`src/rtl/i2c_master_burst_datapath.sv`:
```
`default_nettype none
// +--------------------------------------------------------------------------+
// | Module      : i2c_master_burst_datapath                                  |
// | Description : I2C master transfer engine moving 1..MAX_BYTES bytes per   |
// |               transaction (read or write) to one 7-bit slave address.    |
// |               Checks slave ACKs, generates master ACK/NACK on reads and  |
// |               aborts to STOP on a slave NACK. All state advances on the  |
// |               falling edge of the bit clock i2c_scl_in.                  |
// | Ports       : i2c_scl_in  bit clock (falling edge active)                |
// |               resetN      synchronous active-low reset                   |
// |               start/rw/address/len/wdata  transaction request            |
// |               SDA_in      sampled bus SDA                                |
// |               SDA_out     SDA drive, 1 = released                        |
// |               i2c_scl_en  SCL generator enable (same as busy)            |
// |               busy/done/nack  status; rdata/byte_cnt  results            |
// | Revision    : 1.0  initial burst-capable release                         |
// +--------------------------------------------------------------------------+
module i2c_master_burst_datapath #(
  parameter int MAX_BYTES = 4,
  parameter int LEN_W     = $clog2(MAX_BYTES + 1)
) (
  input  logic                   i2c_scl_in,
  input  logic                   resetN,
  input  logic                   start,
  input  logic                   rw,
  input  logic [6:0]             address,
  input  logic [LEN_W-1:0]       len,
  input  logic [8*MAX_BYTES-1:0] wdata,
  input  logic                   SDA_in,
  output logic                   SDA_out,
  output logic                   i2c_scl_en,
  output logic                   busy,
  output logic                   done,
  output logic                   nack,
  output logic [8*MAX_BYTES-1:0] rdata,
  output logic [LEN_W-1:0]       byte_cnt
);

  localparam int                DATA_W   = 8 * MAX_BYTES;
  localparam int                POS_W    = LEN_W + 3;
  localparam logic [LEN_W-1:0]  MAX_LEN  = LEN_W'(MAX_BYTES);
  localparam logic [DATA_W-1:0] DATA_ONE = {{(DATA_W-1){1'b0}}, 1'b1};

  localparam logic [3:0] ST_IDLE       = 4'd0;
  localparam logic [3:0] ST_START      = 4'd1;
  localparam logic [3:0] ST_ADDRESS    = 4'd2;
  localparam logic [3:0] ST_ADDR_ACK   = 4'd3;
  localparam logic [3:0] ST_ADDR_CHK   = 4'd4;
  localparam logic [3:0] ST_WRITE_DATA = 4'd5;
  localparam logic [3:0] ST_WR_ACK     = 4'd6;
  localparam logic [3:0] ST_WR_CHK     = 4'd7;
  localparam logic [3:0] ST_READ_DATA  = 4'd8;
  localparam logic [3:0] ST_RD_ACK     = 4'd9;
  localparam logic [3:0] ST_STOP       = 4'd10;

  // ---------------------------------------------------------------------------
  // State registers and their next-state values
  // ---------------------------------------------------------------------------
  logic [3:0]        state_q,    state_d;
  logic [7:0]        addr_q,     addr_d;      // {address, rw}
  logic [LEN_W-1:0]  len_q,      len_d;
  logic [DATA_W-1:0] wdata_q,    wdata_d;
  logic [LEN_W-1:0]  idx_q,      idx_d;       // current byte index
  logic [2:0]        bit_q,      bit_d;       // current bit within byte
  logic              sda_q,      sda_d;
  logic              done_q,     done_d;
  logic              nack_q,     nack_d;
  logic [DATA_W-1:0] rdata_q,    rdata_d;
  logic [LEN_W-1:0]  byte_cnt_q, byte_cnt_d;

  // ---------------------------------------------------------------------------
  // Helper terms
  // ---------------------------------------------------------------------------
  logic              w_len_ok;
  logic              w_last;
  logic [LEN_W-1:0]  w_idx_nxt;
  logic [POS_W-1:0]  w_pos;
  logic [POS_W-1:0]  w_nxt_pos;
  logic              w_wr_bit;
  logic              w_wr_next_msb;
  logic [DATA_W-1:0] w_rd_word;

  assign w_len_ok  = (len != '0) && (len <= MAX_LEN);
  assign w_last    = (idx_q == (len_q - 1'b1));
  assign w_idx_nxt = idx_q + 1'b1;

  // {byte index, bit index} is exactly the flat bit position 8*idx+bit,
  // so the byte arrays can be addressed by shifting a one-hot mask instead
  // of a variable bit-select.
  assign w_pos     = {idx_q, bit_q};
  assign w_nxt_pos = {w_idx_nxt, 3'd7};

  assign w_wr_bit      = |(wdata_q & (DATA_ONE << w_pos));
  assign w_wr_next_msb = |(wdata_q & (DATA_ONE << w_nxt_pos));

  // Current rdata with the bit at the active position replaced by SDA_in.
  assign w_rd_word = (rdata_q & ~(DATA_ONE << w_pos))
                   | ({{(DATA_W-1){1'b0}}, SDA_in} << w_pos);

  // ---------------------------------------------------------------------------
  // Transfer FSM
  // ---------------------------------------------------------------------------
  always_comb begin
    state_d    = state_q;
    addr_d     = addr_q;
    len_d      = len_q;
    wdata_d    = wdata_q;
    idx_d      = idx_q;
    bit_d      = bit_q;
    sda_d      = sda_q;
    done_d     = 1'b0;
    nack_d     = nack_q;
    rdata_d    = rdata_q;
    byte_cnt_d = byte_cnt_q;

    case (state_q)
      ST_IDLE: begin
        sda_d = 1'b1;
        if (start && w_len_ok) begin
          addr_d     = {address, rw};
          len_d      = len;
          wdata_d    = wdata;
          nack_d     = 1'b0;
          byte_cnt_d = '0;
          idx_d      = '0;
          state_d    = ST_START;
        end
      end

      ST_START: begin
        sda_d   = 1'b0;
        bit_d   = 3'd7;
        state_d = ST_ADDRESS;
      end

      ST_ADDRESS: begin
        sda_d = addr_q[bit_q];
        bit_d = bit_q - 1'b1;
        if (bit_q == 3'd0) begin
          state_d = ST_ADDR_ACK;
        end
      end

      ST_ADDR_ACK: begin
        sda_d   = 1'b1;
        state_d = ST_ADDR_CHK;
      end

      ST_ADDR_CHK: begin
        if (SDA_in) begin
          // Address not acknowledged: pull SDA low so STOP is a clean rise.
          nack_d  = 1'b1;
          sda_d   = 1'b0;
          state_d = ST_STOP;
        end else if (!addr_q[0]) begin
          // MSB of byte 0 goes out on this edge, the rest from bit 6 down.
          sda_d   = wdata_q[7];
          bit_d   = 3'd6;
          state_d = ST_WRITE_DATA;
        end else begin
          sda_d   = 1'b1;
          bit_d   = 3'd7;
          state_d = ST_READ_DATA;
        end
      end

      ST_WRITE_DATA: begin
        sda_d = w_wr_bit;
        bit_d = bit_q - 1'b1;
        if (bit_q == 3'd0) begin
          state_d = ST_WR_ACK;
        end
      end

      ST_WR_ACK: begin
        sda_d   = 1'b1;
        state_d = ST_WR_CHK;
      end

      ST_WR_CHK: begin
        if (SDA_in) begin
          nack_d  = 1'b1;
          sda_d   = 1'b0;
          state_d = ST_STOP;
        end else begin
          byte_cnt_d = byte_cnt_q + 1'b1;
          if (w_last) begin
            sda_d   = 1'b0;
            state_d = ST_STOP;
          end else begin
            idx_d   = w_idx_nxt;
            sda_d   = w_wr_next_msb;
            bit_d   = 3'd6;
            state_d = ST_WRITE_DATA;
          end
        end
      end

      ST_READ_DATA: begin
        rdata_d = w_rd_word;
        sda_d   = 1'b1;
        bit_d   = bit_q - 1'b1;
        if (bit_q == 3'd0) begin
          // Master NACKs the final byte, ACKs every earlier one.
          sda_d      = w_last;
          byte_cnt_d = byte_cnt_q + 1'b1;
          state_d    = ST_RD_ACK;
        end
      end

      ST_RD_ACK: begin
        if (w_last) begin
          sda_d   = 1'b0;
          state_d = ST_STOP;
        end else begin
          sda_d   = 1'b1;
          idx_d   = w_idx_nxt;
          bit_d   = 3'd7;
          state_d = ST_READ_DATA;
        end
      end

      ST_STOP: begin
        sda_d   = 1'b1;
        done_d  = 1'b1;
        state_d = ST_IDLE;
      end

      default: begin
        sda_d   = 1'b1;
        state_d = ST_IDLE;
      end
    endcase
  end

  // Reset aborts immediately with SDA released; no STOP sequence is emitted.
  always_ff @(negedge i2c_scl_in) begin
    if (!resetN) begin
      state_q    <= ST_IDLE;
      addr_q     <= '0;
      len_q      <= '0;
      wdata_q    <= '0;
      idx_q      <= '0;
      bit_q      <= '0;
      sda_q      <= 1'b1;
      done_q     <= 1'b0;
      nack_q     <= 1'b0;
      rdata_q    <= '0;
      byte_cnt_q <= '0;
    end else begin
      state_q    <= state_d;
      addr_q     <= addr_d;
      len_q      <= len_d;
      wdata_q    <= wdata_d;
      idx_q      <= idx_d;
      bit_q      <= bit_d;
      sda_q      <= sda_d;
      done_q     <= done_d;
      nack_q     <= nack_d;
      rdata_q    <= rdata_d;
      byte_cnt_q <= byte_cnt_d;
    end
  end

  // ---------------------------------------------------------------------------
  // Outputs
  // ---------------------------------------------------------------------------
  assign SDA_out    = sda_q;
  assign busy       = (state_q != ST_IDLE);
  assign i2c_scl_en = busy;
  assign done       = done_q;
  assign nack       = nack_q;
  assign rdata      = rdata_q;
  assign byte_cnt   = byte_cnt_q;

endmodule
`default_nettype wire

```
`config.mk`:
```
export PLATFORM = sky130hd
export DESIGN_NAME = i2c_master_burst_datapath
export DESIGN_NICKNAME = d
export VERILOG_FILES = /design/src/rtl/i2c_master_burst_datapath.sv
export SDC_FILE = /design/constraint.sdc
export NUM_CORES = 1
export LEC_CHECK = 0
export ABC_AREA = 1
export BUFFER_PORTS_ARGS = -buffer_cell sky130_fd_sc_hd__buf_2
export CAP_MARGIN = 0
export CORE_MARGIN = 3
export CORE_UTILIZATION = 35
export DETAILED_ROUTE_END_ITERATION = 7
export SKIP_CTS_REPAIR_TIMING = 1
export SYNTH_ARGS = -nofsm -noshare
export SYNTH_HDL_FRONTEND = slang
export SYNTH_SLANG_ARGS = --single-unit
```
`constraint.sdc`:
```
create_clock -name i2c_scl_in -period 1.64 [get_ports i2c_scl_in]
set_input_delay 0.246 -clock i2c_scl_in [delete_from_list [all_inputs] [get_ports i2c_scl_in]]
set_output_delay 0.246 -clock i2c_scl_in [all_outputs]
set_load 0.02 [all_outputs]
```
==> out/qor.txt, run 1 <==
die height -> 123 microns
Antenna Nets Post-Route -> 0
largest net degree at the start of global routing -> 48
total CTS buffers -> 9
Worst Path Max Fanout -> 2
GRT Overall Usage -> 20.2%
total power draw -> 9.51 mW
Clock Latency Late Sink -> 0.43 ns
worst rel slew slack -> 76.3%
Setup WS pre-CTS -> -0.522 ns
Initial Util -> 36.1%
synthesis-stage register bit count -> 91
power per cell area -> 1150 nW/um^2
wire length on met3 -> 1.06 mm
first-iteration detailed-routing DRC count -> 563
Arr. time, crit path -> 2.03 ns
Placeable Area -> 13300 sq um
Yosys cell types -> 36
max_cap viols -> 0
final std cells w/o fill -> 1187
H-tree Lvls -> 3
Post-DP HPWL -> 11.0 mm
yosys warns -> 0
Placer Congestion -> 0.918
CP Launch Type -> register
largest area contributor in the netlist -> dfxtp_1
critical path endpoint category -> output pin
DR vias/cell -> 5.01
DR pass1 iterations -> 5
wl on met1 -> 7.65 mm
num rows -> 42
Clock Skew -> 0.0286 ns
post-synthesis sequential area ratio -> 37.8%
first-pass GRT wire length -> 24.1 mm
initial antenna violation count -> 0
CTS clk-pin slew, worst paths -> 0.03 ns
Syn Area/Cell -> 6.52 sq um
Slew Limit Fails -> 0
CTS tree -> done
status -> complete, but fails checks
post-synth top area share -> 37.8%
Synth area leaders -> dfxtp_1, nand2_1, nor2_1
final hold vios -> 0
wire per inst -> 14.8 microns
Layout Nets -> 1065
placed cell count -> 1042
TNS Setup -> -14.71 ns
type of the most critical hold path -> reg2reg
highest layer used for signal routing -> met4
post-layout util -> 61.8%
Synth Cell Area -> 4820 sq um
wirelength, routed -> 17.6 mm
root buf cell -> clkbuf_16
Die X -> 123 microns
die area -> 15200 sq um
Worst Tran Pin Value -> 0.355 ns
violated checks -> negative setup slack
Post-Synthesis Net Count -> 799
critical path start-end classification -> reg2out
met2 routed WL -> 8.63 mm
Lkg Pwr -> 3.89 nW
port bufs -> 86
CP required -> 1.39 ns
fill cell count -> 1210
vias in the first global route -> 5172
dpl cell area -> 6020 sq um
final setup fails -> 86
DRC viols -> 0
Min Hold Slack -> 0.464 ns
grt total ovfl -> 0
gate count of the mapped netlist -> 740
Ports -> 87
vias -> 5949
clk sink count -> 91
final worst slack -> -0.633 ns
antenna diode count -> 0
layout cell share with drive strength beyond 1 -> 44.7%
RSZ-0062 raised after global routing -> yes
VDD IR-drop max -> 0.702 mV
post-route cell area -> 8250 sq um
maximum clock insertion buffer count -> 2
Area growth syn-to-layout -> 71.0%
==> report_power, final <==
part | internal (mW) | switching [mW]
logic | 1.60 | 1.96
clock network | 1.65 | 1.57
registers | 2.48 | 0.259
==> area by class of cell <==
cell class	instances	area, sq um	area share, %
clock buffer	9	225	2.73
clock inverter	98	442	5.35
inverter	47	209	2.53
multi-input combinational	565	3370	40.9
sequential	91	1890	23.0
tap	176	220	2.67
timing repair buffer	199	1870	22.7
timing repair inverter	2	16.3	0.197
==> critical path: stages (launching register included) <==
cell and delay [ns]:
dfxtp_2 0.32, nor2_4 0.11, inv_2 0.05, nor2_4 0.14, inv_4 0.05, buf_6 0.12
==> synthesized netlist by cell type (all sizes together) <==
master,count
nor4,1
nor3b,1
a21oi,49
o211ai,1
inv,46
nand3b,1
xnor2,2
or2,1
nor3,6
dfxtp,91
buf,24
ha,12
xor2,1
o31ai,3
a31oi,1
nand4,15
o21ai,58
clkinv,2
nor2,163
nand2,199
nand3,49
clkbuf,14
==> kinds of logic (layout without fill, tap and decap cells) <==
kind of cell    count (synthesis)  in the layout  share of synthesized area, %
xor+xnor                        3              3                         0.545
flops                          91             91                          37.8
compound gates                112            112                          12.0
buf+inv                        86            355                          8.07
fa+ha+maj                      12             12                          3.11
simple gates                  436            438                          38.5
==> layout by cell type, fill, tap and decap left out, types with 22 or more instances in the layout <==
| master | count |
|---|---|
| a21oi_1 | 42 |
| buf_6 | 48 |
| nor2_4 | 24 |
| nand2_2 | 22 |
| buf_4 | 82 |
| o21ai_2 | 40 |
| dfxtp_1 | 43 |
| nand3_1 | 36 |
| inv_1 | 117 |
| nor2_2 | 35 |
| dfxtp_2 | 43 |
| buf_2 | 43 |
| nor2_1 | 104 |
| nand2_1 | 169 |
==> state kept, by name (all words and copies together), names as in the netlist <==
| name | count |
|---|---|
| len_q | 3 |
| idx_q | 3 |
| bit_q | 3 |
| state_q | 4 |
| nack | 1 |
| done | 1 |
| byte_cnt | 3 |
| wdata_q | 32 |
| SDA_out | 1 |
| rdata | 32 |
| addr_q | 8 |
==> routing by layer <==
metal,up-vias,global-route usage [%]
met5,-,0
met4,0,9.07
met3,21,6.40
met2,223,30.2
met1,2773,26.5
li1,2932,-
==> worst paths after layout <==
check | start | end | slack, ns | depth (start not counted)
setup reg to reg | bit_q[1] | SDA_out | 0.04 | 12
hold / removal | rdata[20] | rdata[20] | 0.46 | 2
hold reg to reg | rdata[20] | rdata[20] | 0.46 | 2
setup / recovery | state_q[0] | busy | -0.63 | 5
No activity file was read; power rests on OpenSTA's default activity.
==> run 2, diff against run 1 <==
==> constraint.sdc (replaced) <==
create_clock -name i2c_scl_in -period 1.64 [get_ports i2c_scl_in]
set_input_delay 0.164 -clock i2c_scl_in [delete_from_list [all_inputs] [get_ports i2c_scl_in]]
set_output_delay 0.164 -clock i2c_scl_in [all_outputs]
set_load 0.02 [all_outputs]
==> out/qor.txt, run 2 (synthesized netlist as in run 1, its figures left out) <==
status -> complete, but fails checks
violated checks -> negative setup slack
Layout Nets -> 1074 (+0.85%)
worst hold start -> rdata[3]
Ports -> 87 (unchanged)
max_cap viols -> 0 (unchanged)
layout cell share with drive strength beyond 1 -> 37.7% (-7.0 points)
root buf cell -> clkbuf_16
DR pass1 iterations -> 5 (unchanged)
total CTS buffers -> 9 (unchanged)
Worst Tran Pin Value -> 0.557 ns (+0.202 ns)
CTS clk-pin slew, worst paths -> 0.04 ns (about the same)
Clock Latency Late Sink -> 0.42 ns (about the same)
vias in the first global route -> 5250 (+1.5%)
Switching Share -> 40.2% (+0.40 points)
VDD IR-drop max -> 0.673 mV (-4.2%)
commonest non-fill, non-tap cell in the layout -> nand2_1
critical path endpoint category -> output pin
CP required -> 1.48 ns (+0.09 ns)
Clock Skew -> 0.0193 ns (-0.00926 ns)
final std cells w/o fill -> 1196 (+0.76%)
CTS tree -> done
Comb power frac -> 36.6% (-0.8 points)
TNS Setup -> -8.74 ns (+5.97 ns)
r2r setup slk -> -0.07 ns (-0.11 ns)
clk sink count -> 91 (unchanged)
final hold vios -> 0 (unchanged)
Initial Util -> 36.1% (unchanged)
power per cell area -> 1130 nW/um^2 (-2.0%)
GRT Overall Usage -> 20.7% (+0.56 points)
H-tree Lvls -> 3 (unchanged)
Min Hold Slack -> 0.460 ns (-0.00415 ns)
most frequent cells in the layout -> nand2_1, nor2_1, inv_1, buf_4, buf_6
grt total ovfl -> 0 (unchanged)
reg2reg path depth -> 12 (unchanged)
WHS Endpoint -> rdata[3]
R2R Path End -> SDA_out
Clk network pwr share -> 33.0% (-0.8 points)
DRC viols -> 0 (unchanged)
maximum clock insertion buffer count -> 2 (unchanged)
post-layout util -> 58.6% (-3.2 points)
final setup fails -> 52 (-40%)
sequential power share -> 30.4% (+1.6 points)
DR vias/cell -> 4.98 (-0.59%)
port bufs -> 86 (unchanged)
wirelength, routed -> 17.7 mm (+0.73%)
Area growth syn-to-layout -> 62.3%
initial antenna violation count -> 0 (unchanged)
net switching power -> 3.55 mW (-6.1%)
num rows -> 42 (unchanged)
type of the most critical hold path -> reg2reg
R2R Path Start -> bit_q[0]
antenna diode count -> 0 (unchanged)
largest net degree at the start of global routing -> 40 (-17%)
Die X -> 123 microns (unchanged)
first-pass GRT wire length -> 24.7 mm (+2.7%)
total power draw -> 8.84 mW (-7.1%)
final worst slack -> -0.564 ns (+0.0686 ns)
Lkg Pwr -> 3.83 nW (-1.5%)
RSZ-0062 raised after global routing -> yes
Placer Congestion -> 0.915 (-0.35%)
first-iteration detailed-routing DRC count -> 487 (-13%)
Arr. time, crit path -> 2.04 ns (about the same)
Power Internal -> 5.29 mW (-7.7%)
hold depth -> 2 (unchanged)
Setup WS pre-CTS -> -0.436 ns (+0.0857 ns)
worst rel slew slack -> 62.9% (-13 points)
dpl cell area -> 6040 sq um (+0.42%)
Placeable Area -> 13300 sq um (unchanged)
post-route cell area -> 7830 sq um (-5.1%)
Worst Path Max Fanout -> 2 (unchanged)
CP Launch Type -> register
Antenna Nets Post-Route -> 0 (unchanged)
wire per inst -> 14.8 microns (about the same)
die height -> 123 microns (unchanged)
critical path start-end classification -> reg2out
vias -> 5959 (+0.17%)
placed cell count -> 1047 (+0.48%)
Slew Limit Fails -> 0 (unchanged)
Post-DP HPWL -> 11.2 mm (+2.2%)
die area -> 15200 sq um (unchanged)
==> run 2: cell types whose count changed in the layout (fill, tap and decap cells not counted), moves of 5 or more <==
cell	delta
nor2_1	+29
nor2_4	-13
nor2_2	-16
o21ai_2	-14
inv_1	+5
nand2_1	+14
o21ai_1	+15
buf_8	-10
nand2_2	-7
nand2_4	-7
buf_4	+16
nand3_1	+5
==> run 2: power groups by stage <==
stage               registers, mW  clock network [mW]  logic (mW)
floorplan                    2.65               0.340        1.53
finish                       2.69                2.92        3.24
detailed placement           2.67               0.340        2.50
CTS                          2.64                2.99        2.52
global placement             2.66               0.340        2.47
global route                 2.70                3.27        3.52
==> run 2: final cells by class <==
class / count / area [sq um]
repair buffers: 210 / 1890
multi-input cells: 565 / 3010
clock inverters: 98 / 400
inverters: 47 / 195
fillers: 1271 / 5520
clock buffers: 9 / 225
well taps: 176 / 220
flip-flops and latches: 91 / 1890
==> run 2: metal layers <==
layer	wire length (microns)	global-route usage (%)	vias to the layer above
met2	8570	31.2	219
met1	7680	27.4	2776
li1	-	-	2936
met3	1110	7.46	28
met5	0	0	-
met4	337	7.13	0
==> run 2: worst max-delay path, cell delays in order (launching register included) <==
cell	delay [ns]
dfxtp_2	0.32
nor2_4	0.11
inv_2	0.05
nor2_4	0.15
inv_4	0.05
buf_6	0.12
==> run 2: how the worst max path moves through the flow <==
| stage | depth (start not counted) | slack [ns] | from | end |
|---|---|---|---|---|
| final | 5 | -0.56 | state_q[0] | busy |
| after global routing | 5 | -0.61 | state_q[0] | i2c_scl_en |
| after CTS | 5 | -0.60 | state_q[2] | busy |
| after detailed placement | 7 | -0.44 | len[0] | byte_cnt[0] |
| after global placement | 10 | -0.40 | len[0] | state_q[1] |
| after floorplan | 5 | -0.24 | state_q[2] | i2c_scl_en |
==> run 3, diff against run 2 <==
--- a/config.mk
+++ b/config.mk
@@ -9,7 +9,7 @@
 export BUFFER_PORTS_ARGS = -buffer_cell sky130_fd_sc_hd__buf_2
 export CAP_MARGIN = 0
 export CORE_MARGIN = 3
-export CORE_UTILIZATION = 35
+export CORE_UTILIZATION = 29
 export DETAILED_ROUTE_END_ITERATION = 7
 export SKIP_CTS_REPAIR_TIMING = 1
 export SYNTH_ARGS = -nofsm -noshare
==> out/qor.txt, run 3 (synthesized netlist as in run 1, its figures left out) <==
status -> complete, but fails checks
violated checks -> negative setup slack
DRC viols -> 0 (unchanged)
vias in the first global route -> 5443 (+3.7%)
max_cap viols -> 0 (unchanged)
port bufs -> 86 (unchanged)
Worst Tran Pin Value -> 0.326 ns (-0.231 ns)
CP max-delay cell -> dfxtp_2
VDD IR-drop max -> 0.602 mV (-11%)
Die X -> 135 microns (+9.4%)
CP required -> 1.48 ns (about the same)
first-iteration detailed-routing DRC count -> 350 (-28%)
CP dominant cell by count -> nor2_4
commonest non-fill, non-tap cell in the layout -> nand2_1
final hold vios -> 0 (unchanged)
Lkg Pwr -> 3.88 nW (+1.2%)
vias -> 5809 (-2.5%)
power per cell area -> 1120 nW/um^2 (-1.0%)
DR vias/cell -> 4.70 (-5.6%)
CP Launch Type -> register
final worst slack -> -0.555 ns (+0.00932 ns)
crit path cell chain -> nor2_4 > inv_2 > nor2_4 > inv_4 > buf_6
Post-DP HPWL -> 11.5 mm (+3.1%)
layout cell share with drive strength beyond 1 -> 42.3% (+4.6 points)
RSZ-0062 raised after global routing -> yes
Clock Latency Late Sink -> 0.43 ns (about the same)
CTS tree -> done
most frequent cells in the layout -> nand2_1, nor2_1, inv_1, buf_4, buf_6
Placeable Area -> 16100 sq um (+20%)
CTS clk-pin slew, worst paths -> 0.04 ns (about the same)
critical path endpoint category -> output pin
H-tree Lvls -> 3 (unchanged)
Arr. time, crit path -> 2.03 ns (about the same)
die height -> 135 microns (+9.4%)
final std cells w/o fill -> 1235 (+3.3%)
antenna diode count -> 0 (unchanged)
root buf cell -> clkbuf_16
dpl cell area -> 6120 sq um (+1.2%)
wirelength, routed -> 17.7 mm (-0.27%)
Placer Congestion -> 0.920 (+0.50%)
CP delay by family, top -> flip-flops
worst stage delay on the critical path -> 0.32 ns (about the same)
DR pass1 iterations -> 5 (unchanged)
Ports -> 87 (unchanged)
num rows -> 46 (+9.5%)
worst rel slew slack -> 78.3% (+15 points)
final setup fails -> 57 (+9.6%)
grt total ovfl -> 0 (unchanged)
GRT Overall Usage -> 17.4% (-3.3 points)
clk sink count -> 91 (unchanged)
type of the most critical hold path -> reg2reg
Setup WS pre-CTS -> -0.470 ns (-0.0336 ns)
total CTS buffers -> 9 (unchanged)
first-pass GRT wire length -> 25.6 mm (+3.4%)
Area growth syn-to-layout -> 68.1%
maximum clock insertion buffer count -> 2 (unchanged)
post-route cell area -> 8110 sq um (+3.6%)
initial antenna violation count -> 0 (unchanged)
total power draw -> 9.07 mW (+2.5%)
Antenna Nets Post-Route -> 0 (unchanged)
placed cell count -> 1090 (+4.1%)
Initial Util -> 30.0% (-6.1 points)
Layout Nets -> 1073 (-0.093%)
largest net degree at the start of global routing -> 49 (+23%)
number of buffers and inverters on the critical path -> 3 (unchanged)
die area -> 18200 sq um (+20%)
Clock Skew -> 0.0186 ns (-0.000689 ns)
critical path start-end classification -> reg2out
Slew Limit Fails -> 0 (unchanged)
Worst Path Max Fanout -> 2 (unchanged)
wire per inst -> 14.3 microns (-3.4%)
==> run 3: cell types whose count changed in the layout (fill, tap and decap cells not counted), sizes merged <==
cell      delta
nor2         -2
buf          -1
clkinv       -1
clkbuf       +2
clkinvlp     +1
==> run 3: power breakdown <==
group | internal (mW) | switching [mW] | leakage [nW]
sequential | 2.47 | 0.217 | 0.765
combinational | 1.52 | 1.87 | 2.48
clock | 1.37 | 1.61 | 0.629
==> run 3: layout make-up <==
cell class | instances | area, sq um
fillers | 1528 | 7950
multi-input cells | 563 | 3160
repair buffers | 211 | 1930
flip-flops and latches | 91 | 1890
clock inverters | 98 | 414
well taps | 216 | 270
clock buffers | 9 | 225
inverters | 47 | 213
==> run 3: per-layer routing <==
metal	GRT usage, %	wire length, microns	up-vias
li1	-	-	2937
met4	7.67	240	0
met2	25.4	8300	173
met5	0	0	-
met1	23.0	8050	2678
met3	6.45	1060	21
==> run 3: tightest hold or removal path, delay by kind of cell (launching register included) <==
family	cells	cell delay, ns
flops	1	0.31
simple gates	1	0.06
compound gates	1	0.05
==> run 3: path summary, 6_finish.rpt <==
kind / start / end / slack (ns) / depth (start not counted)
worst max-delay path: state_q[0] / busy / -0.56 / 5
worst max register to register: state_q[0] / wdata_q[26] / -0.06 / 10
worst min-delay path: rdata[24] / rdata[24] / 0.46 / 2
worst min register to register: rdata[24] / rdata[24] / 0.46 / 2
==> run 3: stage by stage <==
| stage | TNS (ns) | hold WS, ns | util [%] |
|---|---|---|---|
| 2_1_floorplan | -7.08 | 0.433 | - |
| 3_3_place_gp | -30.39 | 0.451 | 38.1 |
| 3_5_place_dp | -32.61 | 0.450 | 38.1 |
| 4_1_cts | -12.25 | 0.457 | 42.1 |
| 5_1_grt | -12.36 | 0.482 | 50.5 |
| 6_report | -9.90 | 0.464 | 50.5 |
